`config.mk`:
```
export PLATFORM = sky130hd
export DESIGN_NAME = spart_bus_ctrl_flat
export DESIGN_NICKNAME = d
export VERILOG_FILES = /design/src/rtl/spart_pkg.sv /design/src/rtl/spart_bus_ctrl_if.sv /design/src/rtl/spart_tx_fifo.sv /design/src/rtl/spart_bus_ctrl.sv /design/src/flat_wrapper.sv
export SDC_FILE = /design/constraint.sdc
export NUM_CORES = 1
export LEC_CHECK = 0
export ABC_AREA = 1
export BUFFER_PORTS_ARGS = -buffer_cell sky130_fd_sc_hd__buf_4
export CORE_AREA = 4 4 93 77
export CTS_BUF_LIST = sky130_fd_sc_hd__clkbuf_2
export CTS_CLUSTER_SIZE = 14
export DETAILED_ROUTE_END_ITERATION = 8
export DIE_AREA = 0 0 97 81
export MAX_ROUTING_LAYER = met4
export PLACE_DENSITY = 0.94
export SLEW_MARGIN = 20
export SYNTH_ARGS = -nofsm -noshare
export SYNTH_HDL_FRONTEND = slang
export SYNTH_SLANG_ARGS = --single-unit
```
`constraint.sdc`:
```
create_clock -name clk -period 4.1 [get_ports clk]
set_clock_uncertainty 0.05 [all_clocks]
set_input_delay 0.41 -clock clk [delete_from_list [all_inputs] [get_ports clk]]
set_output_delay 0.41 -clock clk [all_outputs]
set_load 0.005 [all_outputs]
```
`src/rtl/spart_pkg.sv`:
```
// spart_pkg: shared constants for the SPART bus controller.
// Holds the I/O address map, status bit positions, the load FSM states and the reset divisor.
package spart_pkg;
    localparam logic [1:0] ADDR_BUF  = 2'b00;
    localparam logic [1:0] ADDR_STAT = 2'b01;
    localparam logic [1:0] ADDR_DBL  = 2'b10;
    localparam logic [1:0] ADDR_DBH  = 2'b11;
    localparam int ST_RDA  = 0;
    localparam int ST_TBR  = 1;
    localparam int ST_OVR  = 3;
    localparam int ST_BUSY = 4;
    localparam logic [15:0] DEFAULT_DIV = 16'h028C;
    typedef enum logic [1:0] {LD_IDLE, LD_LOAD, LD_SETTLE} ld_state_t;
endpackage

```
`src/rtl/spart_bus_ctrl_if.sv`:
```
// spart_bus_ctrl_if: bundles the CPU I/O bus and the BRG/TX/RX links of the bus controller.
// CPU side:  iocs, iorw, ioaddr, db_in -> controller; db_out, db_oe <- controller.
// BRG side:  brg_db, brg_load <- controller.
// TX side:   tx_busy -> controller; tx_start, tx_data <- controller.
// RX side:   rx_valid, rx_data -> controller.
// Flags:     rda, tbr <- controller.
// slave is the controller's view; master is the view of whatever drives it.
interface spart_bus_ctrl_if;
    logic        iocs;
    logic        iorw;
    logic [1:0]  ioaddr;
    logic [7:0]  db_in;
    logic [7:0]  db_out;
    logic        db_oe;
    logic [15:0] brg_db;
    logic        brg_load;
    logic        tx_busy;
    logic        tx_start;
    logic [7:0]  tx_data;
    logic        rx_valid;
    logic [7:0]  rx_data;
    logic        rda;
    logic        tbr;
    modport slave (
        input  iocs, iorw, ioaddr, db_in, tx_busy, rx_valid, rx_data,
        output db_out, db_oe, brg_db, brg_load, tx_start, tx_data, rda, tbr
    );
    modport master (
        output iocs, iorw, ioaddr, db_in, tx_busy, rx_valid, rx_data,
        input  db_out, db_oe, brg_db, brg_load, tx_start, tx_data, rda, tbr
    );
endinterface

```
`src/rtl/spart_tx_fifo.sv`:
```
// spart_tx_fifo: circular TX byte queue with wrap-bit pointers.
// Ports: clk, rst (async active-low), push/din enqueue, pop dequeue,
//        head = oldest entry, full/empty flags. DEPTH must be a power of 2 (>=2).
// Push while full is accepted only when paired with a pop; the caller gates that.
module spart_tx_fifo #(
    parameter int DEPTH = 4,
    parameter int W     = 8
) (
    input  logic         clk,
    input  logic         rst,
    input  logic         push,
    input  logic         pop,
    input  logic [W-1:0] din,
    output logic [W-1:0] head,
    output logic         full,
    output logic         empty
);
    localparam int AW = $clog2(DEPTH);
    logic [W-1:0] mem [DEPTH];
    logic [AW:0]  wp, rp;
    assign empty = wp == rp;
    assign full  = (wp[AW] != rp[AW]) && (wp[AW-1:0] == rp[AW-1:0]);
    assign head  = mem[rp[AW-1:0]];
    always_ff @(posedge clk or negedge rst) begin
        if (!rst) begin
            wp <= '0;
            rp <= '0;
        end else begin
            if (push) wp <= wp + 1'b1;
            if (pop) rp <= rp + 1'b1;
        end
    end
    always_ff @(posedge clk) begin
        if (push) mem[wp[AW-1:0]] <= din;
    end
endmodule

```
`src/rtl/spart_bus_ctrl.sv`:
```
// spart_bus_ctrl: CPU-side SPART controller - address decode, divisor staging, BRG load sequencing, TX queue, RX hand-off.
// Ports: clk; rst (async active-low); bus (spart_bus_ctrl_if.slave) carrying the CPU I/O bus,
//        brg_db/brg_load to the baud generator, tx_busy/tx_start/tx_data to the transmitter,
//        rx_valid/rx_data from the receiver and the rda/tbr flags.
// Build option: SPART_TX_FIFO_EN selects a TX_FIFO_DEPTH-entry FIFO instead of a single holding register.
module spart_bus_ctrl #(
    parameter logic [15:0] DEFAULT_DIV   = spart_pkg::DEFAULT_DIV,
    parameter int          LOAD_HOLD     = 4,
    parameter int          TX_FIFO_DEPTH = 4
) (
    input logic               clk,
    input logic               rst,
    spart_bus_ctrl_if.slave   bus
);
    import spart_pkg::*;
    if (LOAD_HOLD < 3 || LOAD_HOLD > 255 || TX_FIFO_DEPTH < 2 || (TX_FIFO_DEPTH & (TX_FIFO_DEPTH - 1)) != 0) begin : g_bad_cfg
        $error("spart_bus_ctrl: LOAD_HOLD must be 3..255 and TX_FIFO_DEPTH a power of 2 >= 2");
    end
    ld_state_t   state, nxt;
    logic [7:0]  cnt;
    logic [15:0] pend, brg_db_q;
    logic        pend_v;
    logic [7:0]  lo_shadow, rx_buf, tx_data_q, tq_head, stat;
    logic        rda_q, ovr, tx_start_q;
    logic        wr, rd, wr_buf, wr_dbl, wr_dbh, rd_buf, rd_stat;
    logic        busy_ld, go, push, drop, pop, tq_empty, tbr_w;
    assign wr      = bus.iocs & ~bus.iorw;
    assign rd      = bus.iocs & bus.iorw;
    assign wr_buf  = wr & (bus.ioaddr == ADDR_BUF);
    assign wr_dbl  = wr & (bus.ioaddr == ADDR_DBL);
    assign wr_dbh  = wr & (bus.ioaddr == ADDR_DBH);
    assign rd_buf  = rd & (bus.ioaddr == ADDR_BUF);
    assign rd_stat = rd & (bus.ioaddr == ADDR_STAT);
    assign busy_ld = state != LD_IDLE;
    assign go      = (state == LD_IDLE) & pend_v;
    // pend_v comes out of reset set with pend = DEFAULT_DIV, so the first IDLE cycle launches a load on its own.
    always_comb begin
        nxt = (state == LD_IDLE) ? (pend_v ? LD_LOAD : LD_IDLE) :
              (cnt != 8'd0)      ? state :
              (state == LD_LOAD) ? LD_SETTLE : LD_IDLE;
    end
    always_ff @(posedge clk or negedge rst) begin
        if (!rst) state <= LD_IDLE;
        else state <= nxt;
    end
    // cnt counts LOAD_HOLD cycles in LOAD, then is reused for the 2-cycle SETTLE.
    always_ff @(posedge clk or negedge rst) begin
        if (!rst) begin
            cnt       <= '0;
            brg_db_q  <= DEFAULT_DIV;
            pend      <= DEFAULT_DIV;
            pend_v    <= 1'b1;
            lo_shadow <= '0;
        end else begin
            if (wr_dbl) lo_shadow <= bus.db_in;
            if (wr_dbh) pend <= {bus.db_in, lo_shadow};
            pend_v <= wr_dbh | (pend_v & ~go);
            if (go) begin
                brg_db_q <= pend;
                cnt      <= 8'(LOAD_HOLD - 1);
            end else if (state == LD_LOAD && cnt == 8'd0) cnt <= 8'd1;
            else if (busy_ld) cnt <= cnt - 8'd1;
        end
    end
    assign pop = ~tq_empty & ~bus.tx_busy & ~tx_start_q;
`ifdef SPART_TX_FIFO_EN
    logic tq_full;
    assign push  = wr_buf & (~tq_full | pop);
    assign drop  = wr_buf & tq_full & ~pop;
    assign tbr_w = ~tq_full;
    spart_tx_fifo #(.DEPTH(TX_FIFO_DEPTH), .W(8)) u_tx_fifo (
        .clk   (clk),
        .rst   (rst),
        .push  (push),
        .pop   (pop),
        .din   (bus.db_in),
        .head  (tq_head),
        .full  (tq_full),
        .empty (tq_empty)
    );
`else
    logic hold_v;
    assign push     = wr_buf & ~hold_v;
    assign drop     = wr_buf & hold_v;
    assign tbr_w    = ~hold_v;
    assign tq_empty = ~hold_v;
    always_ff @(posedge clk or negedge rst) begin
        if (!rst) begin
            hold_v  <= 1'b0;
            tq_head <= '0;
        end else begin
            if (push) tq_head <= bus.db_in;
            hold_v <= push | (hold_v & ~pop);
        end
    end
`endif
    // Set events (dropped TX write, RX overrun) take priority over the status-read clear.
    always_ff @(posedge clk or negedge rst) begin
        if (!rst) begin
            tx_start_q <= 1'b0;
            tx_data_q  <= '0;
            rx_buf     <= '0;
            rda_q      <= 1'b0;
            ovr        <= 1'b0;
        end else begin
            tx_start_q <= pop;
            if (pop) tx_data_q <= tq_head;
            if (bus.rx_valid) rx_buf <= bus.rx_data;
            rda_q <= bus.rx_valid | (rda_q & ~rd_buf);
            ovr   <= drop | (bus.rx_valid & rda_q) | (ovr & ~rd_stat);
        end
    end
    always_comb begin
        stat           = '0;
        stat[ST_RDA]   = rda_q;
        stat[ST_TBR]   = tbr_w;
        stat[ST_OVR]   = ovr;
        stat[ST_BUSY]  = pend_v | busy_ld;
    end
    assign bus.db_out   = (bus.ioaddr == ADDR_BUF)  ? rx_buf :
                          (bus.ioaddr == ADDR_STAT) ? stat :
                          (bus.ioaddr == ADDR_DBL)  ? lo_shadow : brg_db_q[15:8];
    assign bus.db_oe    = rd;
    assign bus.brg_db   = brg_db_q;
    assign bus.brg_load = state == LD_LOAD;
    assign bus.tx_start = tx_start_q;
    assign bus.tx_data  = tx_data_q;
    assign bus.rda      = rda_q;
    assign bus.tbr      = tbr_w;
endmodule
```
`src/flat_wrapper.sv`:
```
// flat-port wrapper written by rule: the top's interface ports become plain ports
module spart_bus_ctrl_flat import spart_pkg::*;
#(
    parameter logic [15:0] DEFAULT_DIV   = spart_pkg::DEFAULT_DIV,
    parameter int          LOAD_HOLD     = 4,
    parameter int          TX_FIFO_DEPTH = 4
)
  (clk, rst, bus_iocs, bus_iorw, bus_ioaddr, bus_db_in, bus_tx_busy, bus_rx_valid, bus_rx_data, bus_db_out, bus_db_oe, bus_brg_db, bus_brg_load, bus_tx_start, bus_tx_data, bus_rda, bus_tbr);
  spart_bus_ctrl_if bus_i ();
  input logic clk;
  input logic rst;
  input wire logic [$bits(bus_i.iocs)-1:0] bus_iocs;
  input wire logic [$bits(bus_i.iorw)-1:0] bus_iorw;
  input wire logic [$bits(bus_i.ioaddr)-1:0] bus_ioaddr;
  input wire logic [$bits(bus_i.db_in)-1:0] bus_db_in;
  input wire logic [$bits(bus_i.tx_busy)-1:0] bus_tx_busy;
  input wire logic [$bits(bus_i.rx_valid)-1:0] bus_rx_valid;
  input wire logic [$bits(bus_i.rx_data)-1:0] bus_rx_data;
  output wire logic [$bits(bus_i.db_out)-1:0] bus_db_out;
  output wire logic [$bits(bus_i.db_oe)-1:0] bus_db_oe;
  output wire logic [$bits(bus_i.brg_db)-1:0] bus_brg_db;
  output wire logic [$bits(bus_i.brg_load)-1:0] bus_brg_load;
  output wire logic [$bits(bus_i.tx_start)-1:0] bus_tx_start;
  output wire logic [$bits(bus_i.tx_data)-1:0] bus_tx_data;
  output wire logic [$bits(bus_i.rda)-1:0] bus_rda;
  output wire logic [$bits(bus_i.tbr)-1:0] bus_tbr;
  assign bus_i.iocs = bus_iocs;
  assign bus_i.iorw = bus_iorw;
  assign bus_i.ioaddr = bus_ioaddr;
  assign bus_i.db_in = bus_db_in;
  assign bus_i.tx_busy = bus_tx_busy;
  assign bus_i.rx_valid = bus_rx_valid;
  assign bus_i.rx_data = bus_rx_data;
  assign bus_db_out = bus_i.db_out;
  assign bus_db_oe = bus_i.db_oe;
  assign bus_brg_db = bus_i.brg_db;
  assign bus_brg_load = bus_i.brg_load;
  assign bus_tx_start = bus_i.tx_start;
  assign bus_tx_data = bus_i.tx_data;
  assign bus_rda = bus_i.rda;
  assign bus_tbr = bus_i.tbr;
  spart_bus_ctrl #(.DEFAULT_DIV(DEFAULT_DIV), .LOAD_HOLD(LOAD_HOLD), .TX_FIFO_DEPTH(TX_FIFO_DEPTH)) u_core (.clk(clk), .rst(rst), .bus(bus_i));
endmodule
```
## Word level (Yosys, flattened, before mapping)

Cells that the tools add are included.

- Add/subtract/negate cells: 1
- Equality and inequality tests: 5
- Mux-type cells: 10
- Bitwise gates (word level): 31
- Reduce and logical (&&, ||, !) cells: 7

Operators with widths:

| kind | number |
|---|---|
| 2-to-1 mux 8 bit | 6 |
| bitwise AND 1 bit | 17 |
| logical NOT 8 bit | 1 |
| NOT 1 bit | 8 |
| nonzero test 8 bit | 1 |
| subtractor 8 x 1 -> 8 bit, second input constant | 1 |
| 2-to-1 mux 2 bit | 3 |
| OR 1 bit | 6 |
| == test 2 x 1 -> 1 bit, second input constant | 2 |
| == test 2 bit, second input constant | 2 |
| logical NOT 2 bit | 2 |
| nonzero test 3 bit | 1 |
| inequality test 2 x 1 -> 1 bit, second input constant | 1 |
| nonzero test 2 bit | 1 |
| logical AND 1 bit | 1 |
| 2-to-1 mux 1 bit | 1 |

- Bits in registers: 79
- Bits of input ports: 24
- Output and inout port bits: 37

## Logic depth before layout (Yosys ltp)

Gate-level depths: netlist of the first run.

- Depth after elaboration: 6
- Gate-level depth with buffers: 9
- Depth with buffers taken out: 9

## Worst setup path before layout of the first run

OpenSTA, ideal clock, no wires.

- Path type: register to output
- Start: reg u_core.pend_v
- End: out bus_db_out[4]
- Arrival: 0.904 ns
- Data required time: 3.640 ns
- Path slack: 2.736 ns
- Cell stages (with the launch flop): 5
- Path buffers: 0
- Path through: dfstp_2 -> inv_1 -> nand2_1 -> inv_1 -> o21ai_0

- Word-level cells in the longest chain between the ends: 3

RTL lines:

| what | RTL line | source |
|---|---|---|
| start: declaration | spart_bus_ctrl.sv:22 | `logic pend_v;` |
| start signal: assignment | spart_bus_ctrl.sv:57 | `pend_v <= wr_dbh \| (pend_v & ~go);` |
| OR 1 bit | spart_bus_ctrl.sv:118 | `stat[ST_BUSY] = pend_v \| busy_ld;` |
| 2-to-1 mux 8 bit | spart_bus_ctrl.sv:121 | `(bus.ioaddr == ADDR_STAT) ? stat :` |
| 2-to-1 mux 8 bit | spart_bus_ctrl.sv:120 | `assign bus.db_out = (bus.ioaddr == ADDR_BUF) ? rx_buf :` |
| end: declaration | flat_wrapper.sv:19 | `output wire logic [$bits(bus_i.db_out)-1:0] bus_db_out;` |

No other way between the ends.

## Worst setup path after layout of the first run

- Start: reg u_core.state[0]
- End: out bus_db_out[4]

- Word-level cells in the longest chain between the ends: 4

RTL lines:

| what | RTL line | source |
|---|---|---|
| start: declaration | spart_bus_ctrl.sv:19 | `ld_state_t state, nxt;` |
| start signal: assignment | spart_bus_ctrl.sv:44 | `else state <= nxt;` |
| nonzero test 2 bit | spart_bus_ctrl.sv:34 | `assign busy_ld = state != LD_IDLE;` |
| OR 1 bit | spart_bus_ctrl.sv:118 |  |
| 2-to-1 mux 8 bit | spart_bus_ctrl.sv:121 |  |
| 2-to-1 mux 8 bit | spart_bus_ctrl.sv:120 |  |

No other way between the ends.

==> run summary, run 1 <==
The count of pins on the block boundary was 61. The combined global-route utilization of all metal layers was 22.1%; the wire length per cell after detailed routing was 15.2 um. Measured against its own limit, the worst slew margin works out to 34.4%. The worst hold endpoint is u_core.rx_buf[5]. The count of flip-flops with a built-in enable after synthesis works out to 0.

In the synthesized netlist the dominant register cell turns out to be sky130_fd_sc_hd__dfrtp_1. Of all nets on the critical path, the largest fanout is 7. Setup violations remaining at the end of the flow were counted as 0.

The placed cell area is 4110 um2, and the fraction of the mapped netlist area in compound gates is 12.4%. The synthesis-to-layout area growth is 17.3%, and the XOR/XNOR share of the synthesized area is 0.720%. In the finished design, the share of the clock period the worst path needs comes to 53.9%. The worst setup path is captured at an output port.

The simple-gate portion of the synthesized area is 18.6%. The maximum vdd drop came out at 0.336 mV. The tools report the reg-to-reg endpoint as u_core.bus.tx_data[5].

The run finished with clean final reports. Summed over all nets, the half-perimeter wirelength after detailed placement is 5860 um. Net count after synthesis: 398. Port buffering added 60 buffers.

At the end of the flow, the number of nets in the layout was 462. The initial utilization of the core area, before any placement, comes to 58.1%. The number of antenna cells inserted came out at 0. Counting every sink on the clock net gives 79. The proportion of synthesized area in mux cells was 5.14%; the via count normalized by instance count was 5.22. The cell count of the worst hold path was 3.

The final count of hold timing violations came out at 0. Across all setup checks in the final design, the least slack found is 1.89 ns. In the routed design, unresolved DRC markers number 0. Gates resized during post-CTS repair numbered 0.

For the pin with the worst max-slew slack, the measured transition is 0.976 ns. Total count of max-transition violations in the final report: 0. The detailed router finished its first iteration with 137 violations.

Counting the fill cells in the layout gives 483. The H-tree was split into 3 levels. Clock-pin slew was measured on the worst setup and hold paths at 0.21 ns.

The synthesized design contains 79 register bits. The die covers 7860 um2. Each instance of the synthesized netlist takes up on average 9.81 um2. The source of the worst register-to-register timing path is u_core.hold_v. Across the whole layout, storage elements account for 1990 um2. TritonCTS built the clock tree. The count of cells along the worst register-to-register path was 5.

Setup repair after global routing left no endpoint under its margin. The number of max-cap violations came out at 0. The minimum setup slack among reg-to-reg paths is 2.13 ns, and the area of the core region is 6280 um2. In the final layout, the share of cells above drive strength 1 is 34.9%. The count of mapped cells out of synthesis is 372, and the y dimension of the die is 81 um. Entering global routing, the biggest net connects 80 pins. The synthesized netlist occupies a cell area of 3650 um2. For the initial antenna violation count, the log shows 0. For the total number of placement rows, the log shows 26. In this run the remaining antenna-violating nets after routing total 0. For this block, the via count after detailed routing is 2741. The worst setup path is launched from a flop. Power spread over the standard cell area amounts to 633 nW/um2. The area of all placed cells without fillers is 4280 um2. Of the total synthesized cell area, the portion taken by full adders, half adders and majority gates is 0.686%.

Wire length of the first global-routing pass: 13200 um. During synthesis, Yosys emitted a total of 0 warnings. In the synthesized netlist the async set-or-reset flop fraction comes to 100%.

The final weighted congestion in routability-driven placement came out at 0.937. After detailed routing, the total wire length is 7990 um. Sequential cells were found to cover 54.5% of the synthesized design area. The required time reported for the critical path endpoint is 3.64 ns. Static timing analysis puts the maximum clock frequency at 453 MHz.

After synthesis, the netlist uses 28 different library cells. The first detailed-routing pass took 4 iterations. In this run the deepest clock path goes through 2 buffers.

Data on the critical path arrives at its endpoint at 1.75 ns. By startpoint and endpoint, the worst setup path is classified as flop to output port. The tools report the root buffer cell as sky130_fd_sc_hd__clkbuf_2.

Summing all multi-input logic gate instances after layout gives 1370 um2. The time the worst path needs with I/O delays and setup is 2.21 ns, and the total congestion overflow after global routing is 0. In this run the horizontal extent of the chip is 97 um. In this run the worst hold path is classified as input port to flop. The post-route setup TNS was 0 ns; the via count of the first global-routing pass was 2757. The startpoint identified for the worst hold timing path is bus_rx_data[5]. The run gives 2.29 nW as the reported leakage power. For the TritonCTS buffer count, the log shows 9. For the insertion delay of the later-clocked pin in the worst-skew pair, the log shows 0.51 ns. At the placement stage, the worst setup path has a slack of 2.09 ns. The combinational family with the most area after synthesis is simple AND/OR/NAND/NOR gates.
cell usage after synthesis (2+ instances only):
| master | number | area share [%] |
|---|---|---|
| sky130_fd_sc_hd__nand2_4 | 3 | 0.93 |
| sky130_fd_sc_hd__nand3_1 | 8 | 1.1 |
| sky130_fd_sc_hd__o21ai_0 | 18 | 2.5 |
| sky130_fd_sc_hd__a22oi_1 | 3 | 0.62 |
| sky130_fd_sc_hd__buf_6 | 6 | 1.9 |
| sky130_fd_sc_hd__nand2_2 | 15 | 2.6 |
| sky130_fd_sc_hd__o21ai_2 | 32 | 7.7 |
| sky130_fd_sc_hd__dfrtp_1 | 70 | 48 |
| sky130_fd_sc_hd__inv_2 | 2 | 0.21 |
| sky130_fd_sc_hd__mux2_4 | 11 | 4.5 |
| sky130_fd_sc_hd__nor2_4 | 2 | 0.62 |
| sky130_fd_sc_hd__xor2_1 | 3 | 0.72 |
| sky130_fd_sc_hd__a21oi_1 | 5 | 0.69 |
| sky130_fd_sc_hd__inv_1 | 48 | 4.9 |
| sky130_fd_sc_hd__ha_1 | 2 | 0.69 |
| sky130_fd_sc_hd__o221ai_1 | 4 | 0.96 |
| sky130_fd_sc_hd__mux2_2 | 2 | 0.62 |
| sky130_fd_sc_hd__nor2_1 | 12 | 1.2 |
| sky130_fd_sc_hd__nand2_1 | 109 | 11 |
| sky130_fd_sc_hd__dfstp_2 | 9 | 6.5 |
worst max-delay path by stage:
stage | endpoint | slack (ns) | cells past startpoint | startpoint
2_1_floorplan | bus_db_out[4] | 2.74 | 4 | u_core.pend_v
3_3_place_gp | u_core.bus.tx_data[6] | 2.18 | 5 | bus_tx_busy
3_5_place_dp | u_core.bus.tx_data[5] | 2.09 | 5 | bus_tx_busy
4_1_cts | bus_db_out[4] | 1.87 | 5 | u_core.state[0]
5_1_grt | bus_db_out[4] | 1.71 | 5 | u_core.state[1]
6_report | bus_db_out[4] | 1.89 | 5 | u_core.state[0]
logic make-up (layout without fill, tap and decap cells):
group / count (synthesis) / in the layout
compound gates: 62 / 62
xor+xnor: 3 / 3
fa+ha+maj: 2 / 2
buf+inv: 60 / 129
flops: 79 / 79
mux: 13 / 13
simple gates: 153 / 153
layout by cell type, fill, tap and decap left out, drive strengths merged:
| cell type | instances |
|---|---|
| ha | 2 |
| nand3 | 9 |
| dfrtp | 70 |
| nand2 | 127 |
| xor2 | 3 |
| nor3 | 1 |
| nor2 | 15 |
| a21oi | 5 |
| clkbuf | 11 |
| dfstp | 9 |
| dlygate4sd3 | 2 |
| a22oi | 3 |
| nand4 | 1 |
| mux2 | 13 |
| clkinv | 2 |
| o221ai | 4 |
| inv | 51 |
| bufinv | 3 |
| buf | 60 |
| o21ai | 50 |
state kept, by name (all words and copies together), names as in the netlist:
name	flops
u_core.hold_v	1
u_core.bus.rda	1
u_core.ovr	1
u_core.rx_buf	8
u_core.bus.tx_start	1
u_core.tq_head	8
u_core.bus.tx_data	8
u_core.cnt	8
u_core.state	2
u_core.pend_v	1
u_core.bus.brg_db	16
u_core.pend	16
u_core.lo_shadow	8
report_power, final:
part	switching (mW)	internal (mW)	total, mW
logic	0.496	0.458	0.954
registers	0.185	1.05	1.23
clock network	0.257	0.266	0.523
routing by layer:
layer	GRT usage, %	wire length [um]	up-vias
li1	-	-	1293
met1	26.7	3340	1367
met2	37.5	4190	74
met3	5.24	399	7
met4	6.73	55	0
met5	-	0	-
repair_timing:
action                    in CTS  in global routing
hold endpoints to repair      38                  1
hold buffers                   1                  1
buffers inserted               0                  0
per-stage QoR:
step | utilization, % | instances | power, mW | hold WS [ns]
floorplan | - | 372 | 1.79 | 0.0644
global placement | 65.4 | 507 | 2.13 | 0.412
detailed placement | 65.4 | 507 | 2.20 | 0.418
CTS | 68.1 | 524 | 2.72 | 0.0288
global route | 68.2 | 525 | 2.90 | 0.0145
finish | 68.2 | 525 | 2.71 | 0.0401
area by class of cell:
cell class,count,area share [%]
timing repair buffer,62,11.0
inverter,51,4.53
tap,84,2.45
sequential,79,46.4
multi-input combinational,233,32.0
clock buffer,11,1.29
clock inverter,5,2.31
critical path: stages (launching register included):
cell and delay, ns:
sky130_fd_sc_hd__dfrtp_1 0.44, sky130_fd_sc_hd__nor2_2 0.20, sky130_fd_sc_hd__nand2_1 0.10, sky130_fd_sc_hd__inv_1 0.21, sky130_fd_sc_hd__o21ai_0 0.14, sky130_fd_sc_hd__buf_4 0.15
No activity file was read; power rests on OpenSTA's default activity.
==> run 2, diff against run 1 <==
--- a/config.mk
+++ b/config.mk
@@ -7,13 +7,13 @@
 export LEC_CHECK = 0
 export ABC_AREA = 1
 export BUFFER_PORTS_ARGS = -buffer_cell sky130_fd_sc_hd__buf_4
-export CORE_AREA = 4 4 93 77
+export CORE_AREA = 4 4 94 78
 export CTS_BUF_LIST = sky130_fd_sc_hd__clkbuf_2
 export CTS_CLUSTER_SIZE = 14
 export DETAILED_ROUTE_END_ITERATION = 8
-export DIE_AREA = 0 0 97 81
+export DIE_AREA = 0 0 98 82
 export MAX_ROUTING_LAYER = met4
-export PLACE_DENSITY = 0.94
+export PLACE_DENSITY = 0.92
 export SLEW_MARGIN = 20
 export SYNTH_ARGS = -nofsm -noshare
 export SYNTH_HDL_FRONTEND = slang
==> constraint.sdc (replaced) <==
create_clock -name clk -period 2.2 [get_ports clk]
set_clock_uncertainty 0.05 [all_clocks]
set_input_delay 0.22 -clock clk [delete_from_list [all_inputs] [get_ports clk]]
set_output_delay 0.22 -clock clk [all_outputs]
set_load 0.005 [all_outputs]
==> run summary, run 2 (synthesized netlist as in run 1, its figures left out) <==
The run finished with clean final reports. For the count of pins on the block boundary, the log shows 61 (unchanged). The deepest level of the CTS H-tree is 3 (unchanged), and the worst path setup slack after routing is 0.231 ns (was 1.89 ns). The tools report the element type at the critical path start as a flop (unchanged). Setup repair after global routing left no endpoint under its margin. The category of cells accounting for the largest share of critical-path delay is flip-flops (unchanged). For the post-route worst hold slack, the log shows 0.0481 ns (was 0.0401 ns).

The total congestion overflow after global routing was 0 (unchanged). The logs give 0 (unchanged) for the final count of hold timing violations and 508 MHz for the maximum clock frequency. The power per standard cell area is 1080 nW/um2 (was 633 nW/um2). The final worst-path cycle share was 89.5%. Largest net degree at the start of global routing: 46 (was 80).

The total of buffers placed on input and output ports works out to 60 (unchanged). The y dimension of the die was 82 um (was 81 um). The relative max-transition margin came out at 34.5% (was 34.4%).

TritonCTS built the clock tree. The layout cell share with drive strength beyond 1 is 32.3% (was 34.9%), and the required time reported for the critical path endpoint is 1.93 ns (was 3.64 ns). The total of hold buffers inserted after clock tree synthesis is 34 (was 1), and the synthesis-to-layout area growth is 26.0% (was 17.3%). Most common cell after layout, fill and taps aside: sky130_fd_sc_hd__nand2_1 (unchanged). The final net count was 496 (was 462). Sum of buffers and inverters on the critical path: 2 (unchanged). The combined global-route utilization of all metal layers came out at 23.7% (was 22.1%). For the count of placed standard cells including taps, the log shows 509 (was 507).

The via count normalized by instance count was 5.23 (was 5.22); the total count of max-transition violations in the final report was 0 (unchanged). The clock-pin slew on the worst setup and hold paths was 0.19 ns (was 0.21 ns). Time the worst path needs with I/O delays and setup: 1.97 ns.

The data arrival at the endpoint of the critical path is 1.70 ns (was 1.75 ns), and the die area is 8040 um2 (was 7860 um2). The maximum buffer depth of the clock tree is 2 (unchanged), and the delay of the slowest critical-path stage is 0.44 ns (about the same). The run gives 6340 um2 (was 6280 um2) as the area of the core region.

Number of DRC violations after detailed routing: 0 (unchanged). The number of antenna-violating nets in the routed design is 0 (unchanged). The clock sink count is 79 (unchanged), and the highest net fanout along the worst path is 7 (unchanged).

The number of filler cells placed in the layout is 438 (was 483). Starting density of the core: 57.5% (was 58.1%). The violation count after the first detailed-route iteration was 219 (was 137). The insertion delay of the later-clocked pin in the worst-skew pair is 0.51 ns (about the same), and the wire length per cell after detailed routing is 15.1 um (was 15.2 um). The final weighted congestion in routability-driven placement is 0.857 (was 0.937), and the horizontal die dimension is 98 um (was 97 um).

The TritonCTS buffer count came out at 9 (unchanged). Most used cells in the layout excluding fill and tap cells: sky130_fd_sc_hd__nand2_1 (109), sky130_fd_sc_hd__dfrtp_1 (70), sky130_fd_sc_hd__buf_4 (61), sky130_fd_sc_hd__inv_1 (48), sky130_fd_sc_hd__dlygate4sd3_1 (34) (was sky130_fd_sc_hd__nand2_1 (109), sky130_fd_sc_hd__dfrtp_1 (70), sky130_fd_sc_hd__buf_4 (60), sky130_fd_sc_hd__inv_1 (48), sky130_fd_sc_hd__o21ai_2 (32)). Worst path cell trace: nor2_2 -> nand2_1 -> inv_1 -> o21ai_0 -> buf_4 (unchanged). The kind of end point of the critical path is an output port (unchanged). The number of resized instances in the post-cts repair step was 0 (unchanged); the detailed-placement wirelength estimate was 5710 um (was 5860 um).

For the number of max-cap violations, the log shows 0 (unchanged). The total number of placement rows is 26 (unchanged), and the number of setup violations in the final report is 0 (unchanged). The tools report the post-placement setup slack as 0.352 ns (was 2.09 ns). The via count of the first global-routing pass was 2988 (was 2757); the post-route setup TNS was 0 ns (unchanged). The tools report the final non-filler cell total as 558 (was 525).

The logs give 0 (unchanged) for the number of antenna cells inserted and 0 (unchanged) for the initial antenna violation count. The maximum vdd drop is 0.540 mV (was 0.336 mV). The worst min-delay path class was input port to flop (unchanged). For the wire length of the first global-routing pass, the log shows 14300 um (was 13200 um). The first-pass detailed-route iteration total came out at 4 (unchanged).

The cell with the largest stage delay on the worst path was sky130_fd_sc_hd__dfrtp_1 (unchanged). The transition time at the pin with the least slew margin works out to 0.974 ns (was 0.976 ns). For the post-CTS setup buffer count, the log shows 0 (unchanged).

The root buffer cell was sky130_fd_sc_hd__clkbuf_2 (unchanged). Detailed-route wire length: 8410 um (was 7990 um). The reported leakage power was 2.41 nW (was 2.29 nW); the via count was 2917 (was 2741). The critical path class was flop to output port (unchanged).
-- run 2: changes by cell type in the layout (fill, tap and decap cells not counted) --
cell,change
sky130_fd_sc_hd__bufinv_16,-1
sky130_fd_sc_hd__buf_4,+1
sky130_fd_sc_hd__clkbuf_2,-2
sky130_fd_sc_hd__buf_12,+1
sky130_fd_sc_hd__dlygate4sd3_1,+32
sky130_fd_sc_hd__clkinv_1,+2
-- run 2: per-layer routing --
metal / track usage [%] / wire length [um] / up-vias
met1: 28.0 / 3340 / 1402
met5: - / 0 / -
met2: 39.5 / 4290 / 121
met4: 9.27 / 218 / 0
met3: 6.03 / 566 / 24
li1: - / - / 1370
-- run 2: final cells by class --
cell class                      count  area (um2)  area share (%)
Multi-Input combinational cell    233        1370            29.8
Inverter                           51         194            4.22
Sequential cell                    79        1990            43.2
Timing Repair Buffer               96         818            17.8
Clock inverter                      6        76.3            1.66
Tap cell                           84         105            2.29
Clock buffer                        9        45.0           0.980
-- run 2: worst paths after layout --
check	startpoint	to	slack, ns	cells past startpoint
worst max-delay path	u_core.state[0]	bus_db_out[4]	0.23	5
worst min-delay path	bus_iorw	u_core.ovr	0.05	4
worst max register to register	u_core.bus.tx_start	u_core.bus.tx_data[2]	0.32	4
worst min register to register	u_core.pend[3]	u_core.pend[3]	0.44	2
max in group asynchronous	rst	u_core.pend[3]	1.33	3
min in group asynchronous	rst	u_core.cnt[4]	0.11	2
-- run 2: worst min-delay path: cells and delay by family --
family / cells / cell delay (ns)
simple gates: 3 / 0.26
buf+inv: 1 / 0.10
-- run 2: report_power, final --
group / internal, mW / leakage [nW] / switching [mW]
Sequential: 1.96 / 0.970 / 0.347
Clock: 0.358 / 0.0743 / 0.470
Combinational: 0.912 / 1.37 / 0.923
-- run 2: metrics by stage --
step	utilization, %	total power [mW]	instance area (um2)
finish	72.5	4.97	4600
global route	72.5	5.34	4600
CTS	72.5	4.96	4600
detailed placement	65.2	4.09	4140
global placement	65.2	3.99	4140
floorplan	-	3.33	3650
==> run 3, diff against run 2 <==
--- a/config.mk
+++ b/config.mk
@@ -7,14 +7,16 @@
 export LEC_CHECK = 0
 export ABC_AREA = 1
 export BUFFER_PORTS_ARGS = -buffer_cell sky130_fd_sc_hd__buf_4
-export CORE_AREA = 4 4 94 78
+export CAP_MARGIN = 5
+export CORE_AREA = 4 4 93 77
 export CTS_BUF_LIST = sky130_fd_sc_hd__clkbuf_2
 export CTS_CLUSTER_SIZE = 14
 export DETAILED_ROUTE_END_ITERATION = 8
-export DIE_AREA = 0 0 98 82
+export DIE_AREA = 0 0 97 81
 export MAX_ROUTING_LAYER = met4
-export PLACE_DENSITY = 0.92
+export PLACE_DENSITY = 0.91
 export SLEW_MARGIN = 20
 export SYNTH_ARGS = -nofsm -noshare
 export SYNTH_HDL_FRONTEND = slang
+export SYNTH_HIERARCHICAL = 1
 export SYNTH_SLANG_ARGS = --single-unit
==> run summary, run 3 <==
The flow ran to the end, and the final reports show no timing, DRC or antenna violations. The via count normalized by instance count was 5.27 (was 5.23); the total congestion overflow after global routing was 0 (unchanged). The area of the core region came out at 6280 um2 (was 6340 um2). The logs give 1.93 ns (about the same) for the required time reported for the critical path endpoint and 2 (unchanged) for the maximum buffer depth of the clock tree. The worst min-delay path class was input port to flop (unchanged). Final weighted congestion in routability-driven placement: 0.852 (was 0.857). The count of pins on the block boundary was 61 (unchanged); the y dimension of the die was 81 um (was 82 um). The maximum clock frequency is 491 MHz (was 508 MHz), and the via count of the first global-routing pass is 2936 (was 2988).

Number of DRC violations after detailed routing: 0 (unchanged). The area share of the largest cell type after synthesis came out at 49.9% (was 48.0%). For the cell area after synthesis, the log shows 3510 um2 (was 3650 um2). The tools report the relative contribution of the clock network to total power as 18.1% (was 16.7%). The part of the total power dissipated in sequential elements was 46.1% (was 46.4%); the time the worst path needs with I/O delays and setup was 2.04 ns (was 1.97 ns).

The tools report the total count of max-transition violations in the final report as 0 (unchanged). The number of max-cap violations was 0 (unchanged); the post-route setup TNS was 0 ns (unchanged). Cell types occupying the most area after synthesis: sky130_fd_sc_hd__dfrtp_1 (50%), sky130_fd_sc_hd__nand2_1 (11%), sky130_fd_sc_hd__dfstp_2 (6.7%) (was sky130_fd_sc_hd__dfrtp_1 (48%), sky130_fd_sc_hd__nand2_1 (11%), sky130_fd_sc_hd__o21ai_2 (7.7%)). The logs give 354 (was 372) for the count of mapped cells out of synthesis and 0 (unchanged) for the final count of hold timing violations.

The power per standard cell area is 1070 nW/um2 (was 1080 nW/um2). Commonest cells in the synthesized netlist: sky130_fd_sc_hd__nand2_1 (104), sky130_fd_sc_hd__dfrtp_1 (70), sky130_fd_sc_hd__inv_1 (43), sky130_fd_sc_hd__o21ai_0 (30), sky130_fd_sc_hd__o21ai_2 (22) (was sky130_fd_sc_hd__nand2_1 (109), sky130_fd_sc_hd__dfrtp_1 (70), sky130_fd_sc_hd__inv_1 (48), sky130_fd_sc_hd__o21ai_2 (32), sky130_fd_sc_hd__o21ai_0 (18)). The critical path class was flop to output port (unchanged). The count of flip-flops with a built-in enable after synthesis is 0 (unchanged), and the combined global-route utilization of all metal layers is 23.7% (about the same). The data arrival at the endpoint of the critical path was 1.77 ns (was 1.70 ns). The logs give 63.4% (was 34.5%) for the relative max-transition margin and 3 (unchanged) for the deepest level of the CTS H-tree. The detailed-route wire length was 8510 um (was 8410 um); the synthesis-to-layout area growth was 30.1% (was 26.0%). The fraction of the yosys area taken by sequential cells is 56.6% (was 54.5%), and the total number of yosys warnings is 6 (was 0). Number of flip-flops and latches in the synthesized netlist: 79 (unchanged). The tools report the starting density of the core as 55.9% (was 57.5%). The insertion delay of the later-clocked pin in the worst-skew pair is 0.55 ns (was 0.51 ns), and the synthesized area divided by synthesized cell count is 9.92 um2 (was 9.81 um2). The root buffer cell is sky130_fd_sc_hd__clkbuf_2 (unchanged). The final net count is 487 (was 496).

Largest area contributor in the synthesized netlist: sky130_fd_sc_hd__dfrtp_1 (unchanged). Setup repair after global routing left no endpoint under its margin. The clock sink count was 79 (unchanged). Element type at the critical path start: a flop (unchanged).

The logs give 0 (unchanged) for the number of setup violations in the final report and 30 (was 28) for the number of distinct library cell variants in the gate-level netlist after synthesis. The largest net degree at the start of global routing came out at 45 (was 46). The area of all placed cells without fillers is 4570 um2 (was 4600 um2), and the TritonCTS buffer count is 9 (unchanged). The maximum vdd drop is 0.572 mV (was 0.540 mV). The first-pass detailed-route iteration total was 4 (unchanged); the detailed-placement wirelength estimate was 5610 um (was 5710 um). For the part of the power in combinational logic, the log shows 35.8% (was 36.9%). TritonCTS built the clock tree. The run gives 0 (unchanged) as the initial antenna violation count.

The final worst-path cycle share was 92.7% (was 89.5%). The dominant synthesized flop cell is sky130_fd_sc_hd__dfrtp_1 (unchanged). The highest net fanout along the worst path was 5 (was 7); the async set or reset register ratio after synthesis was 100% (unchanged). The wire length of the first global-routing pass was 14100 um (was 14300 um); the horizontal die dimension was 97 um (was 98 um). The wire length per cell after detailed routing came out at 15.5 um (was 15.1 um). The number of antenna-violating nets in the routed design is 0 (unchanged), and the layout cell share with drive strength beyond 1 is 30.7% (was 32.3%). The number of antenna cells inserted was 0 (unchanged).

The kind of end point of the critical path was an output port (unchanged). For the violation count after the first detailed-route iteration, the log shows 197 (was 219). The most frequent cell after synthesis is sky130_fd_sc_hd__nand2_1 (unchanged). Clock-pin slew on the worst setup and hold paths: 0.23 ns (was 0.19 ns).

The logs give 3.19 mW (was 3.23 mW) for the internal power contribution and 1.72 mW (was 1.74 mW) for the net switching component of the power. Most used cells in the layout excluding fill and tap cells: sky130_fd_sc_hd__nand2_1 (103), sky130_fd_sc_hd__dfrtp_1 (70), sky130_fd_sc_hd__buf_4 (65), sky130_fd_sc_hd__inv_1 (42), sky130_fd_sc_hd__dlygate4sd3_1 (39) (was sky130_fd_sc_hd__nand2_1 (109), sky130_fd_sc_hd__dfrtp_1 (70), sky130_fd_sc_hd__buf_4 (61), sky130_fd_sc_hd__inv_1 (48), sky130_fd_sc_hd__dlygate4sd3_1 (34)). For the placed cell area, the log shows 4020 um2 (was 4140 um2).

The transition time at the pin with the least slew margin is 0.549 ns (was 0.974 ns), and the reported leakage power is 2.33 nW (was 2.41 nW). The most common cell after layout, fill and taps aside is sky130_fd_sc_hd__nand2_1 (unchanged). The total of buffers placed on input and output ports works out to 60 (unchanged). The run gives 7860 um2 (was 8040 um2) as the die area. The total number of placement rows came out at 26 (unchanged). For the net count after synthesis, the log shows 380 (was 398). The via count was 2896 (was 2917). The fraction of power spent switching nets was 35.1% (was 35.0%).
[run 3: layer usage]
layer | up-vias | global-route usage, % | wire length, um
li1 | 1355 | - | -
met1 | 1445 | 29.0 | 3520
met2 | 86 | 40.6 | 4420
met3 | 10 | 6.27 | 474
met4 | 0 | 4.63 | 90
met5 | - | - | 0
[run 3: repair_timing]
action                                  CTS  global route
setup buffers                             0             1
hold buffers                             39             0
gates resized for setup                   0             3
hold endpoints to repair                 87             0
endpoints found under the setup margin    0             1
[run 3: path summary, 6_finish.rpt]
| check | start | end | slack, ns | depth (start not counted) |
|---|---|---|---|---|
| hold reg to reg | u_core/pend[3] | u_core/pend[3] | 0.44 | 2 |
| hold / removal | bus_iocs | u_core/ovr | 0.08 | 6 |
| setup / recovery | u_core/state[0] | bus_db_out[4] | 0.16 | 5 |
| min in group asynchronous | rst | u_core/bus.tx_start | 0.10 | 2 |
| setup reg to reg | u_core/cnt[5] | u_core/cnt[3] | 0.67 | 6 |
| max in group asynchronous | rst | u_core/bus.brg_db[3] | 1.28 | 3 |
[run 3: cells by family (layout without fill, tap and decap cells)]
| family | Yosys count | count (layout) | synth area share [%] |
|---|---|---|---|
| compound gates | 68 | 68 | 12.9 |
| xor+xnor | 3 | 3 | 0.748 |
| mux | 14 | 14 | 5.02 |
| buf+inv | 53 | 165 | 6.98 |
| fa+ha+maj | 2 | 2 | 0.712 |
| simple gates | 135 | 135 | 17.0 |
| flops | 79 | 79 | 56.6 |
[run 3: area by class of cell]
| cell class | count | area (um2) |
|---|---|---|
| fillers | 399 | 1710 |
| clock inverters | 7 | 96.3 |
| clock buffers | 9 | 45.0 |
| repair buffers | 104 | 878 |
| inverters | 45 | 169 |
| well taps | 84 | 105 |
| multi-input cells | 222 | 1290 |
| flip-flops and latches | 79 | 1990 |
[run 3: through the flow]
stage / power [mW] / cells / setup WS [ns] / utilization (%) / hold WS [ns]
floorplan: 3.17 / 354 / 0.929 / - / -0.126
global placement: 3.85 / 494 / 0.702 / 64.0 / 0.187
detailed placement: 3.92 / 494 / 0.669 / 64.0 / 0.194
CTS: 4.87 / 549 / 0.0547 / 72.5 / 0.00690
global route: 5.24 / 550 / 0.000381 / 72.8 / 0.0763
finish: 4.91 / 550 / 0.162 / 72.8 / 0.0798
[run 3: power by group through the flow]
stage                     Clock (mW)  Sequential (mW)  Combinational [mW]
after floorplan                    0             2.22               0.948
after global placement             0             2.26                1.58
after detailed placement           0             2.28                1.64
after CTS                      0.901             2.25                1.72
after global routing           0.965             2.32                1.96
final                          0.888             2.26                1.76
[run 3: critical path, stage by stage, from the launching register on]
cell                      delay (ns)
sky130_fd_sc_hd__dfrtp_1        0.47
sky130_fd_sc_hd__nor2_4         0.22
sky130_fd_sc_hd__nand2_4        0.10
sky130_fd_sc_hd__o21ai_0        0.17
sky130_fd_sc_hd__a31oi_1        0.13
sky130_fd_sc_hd__buf_4          0.15
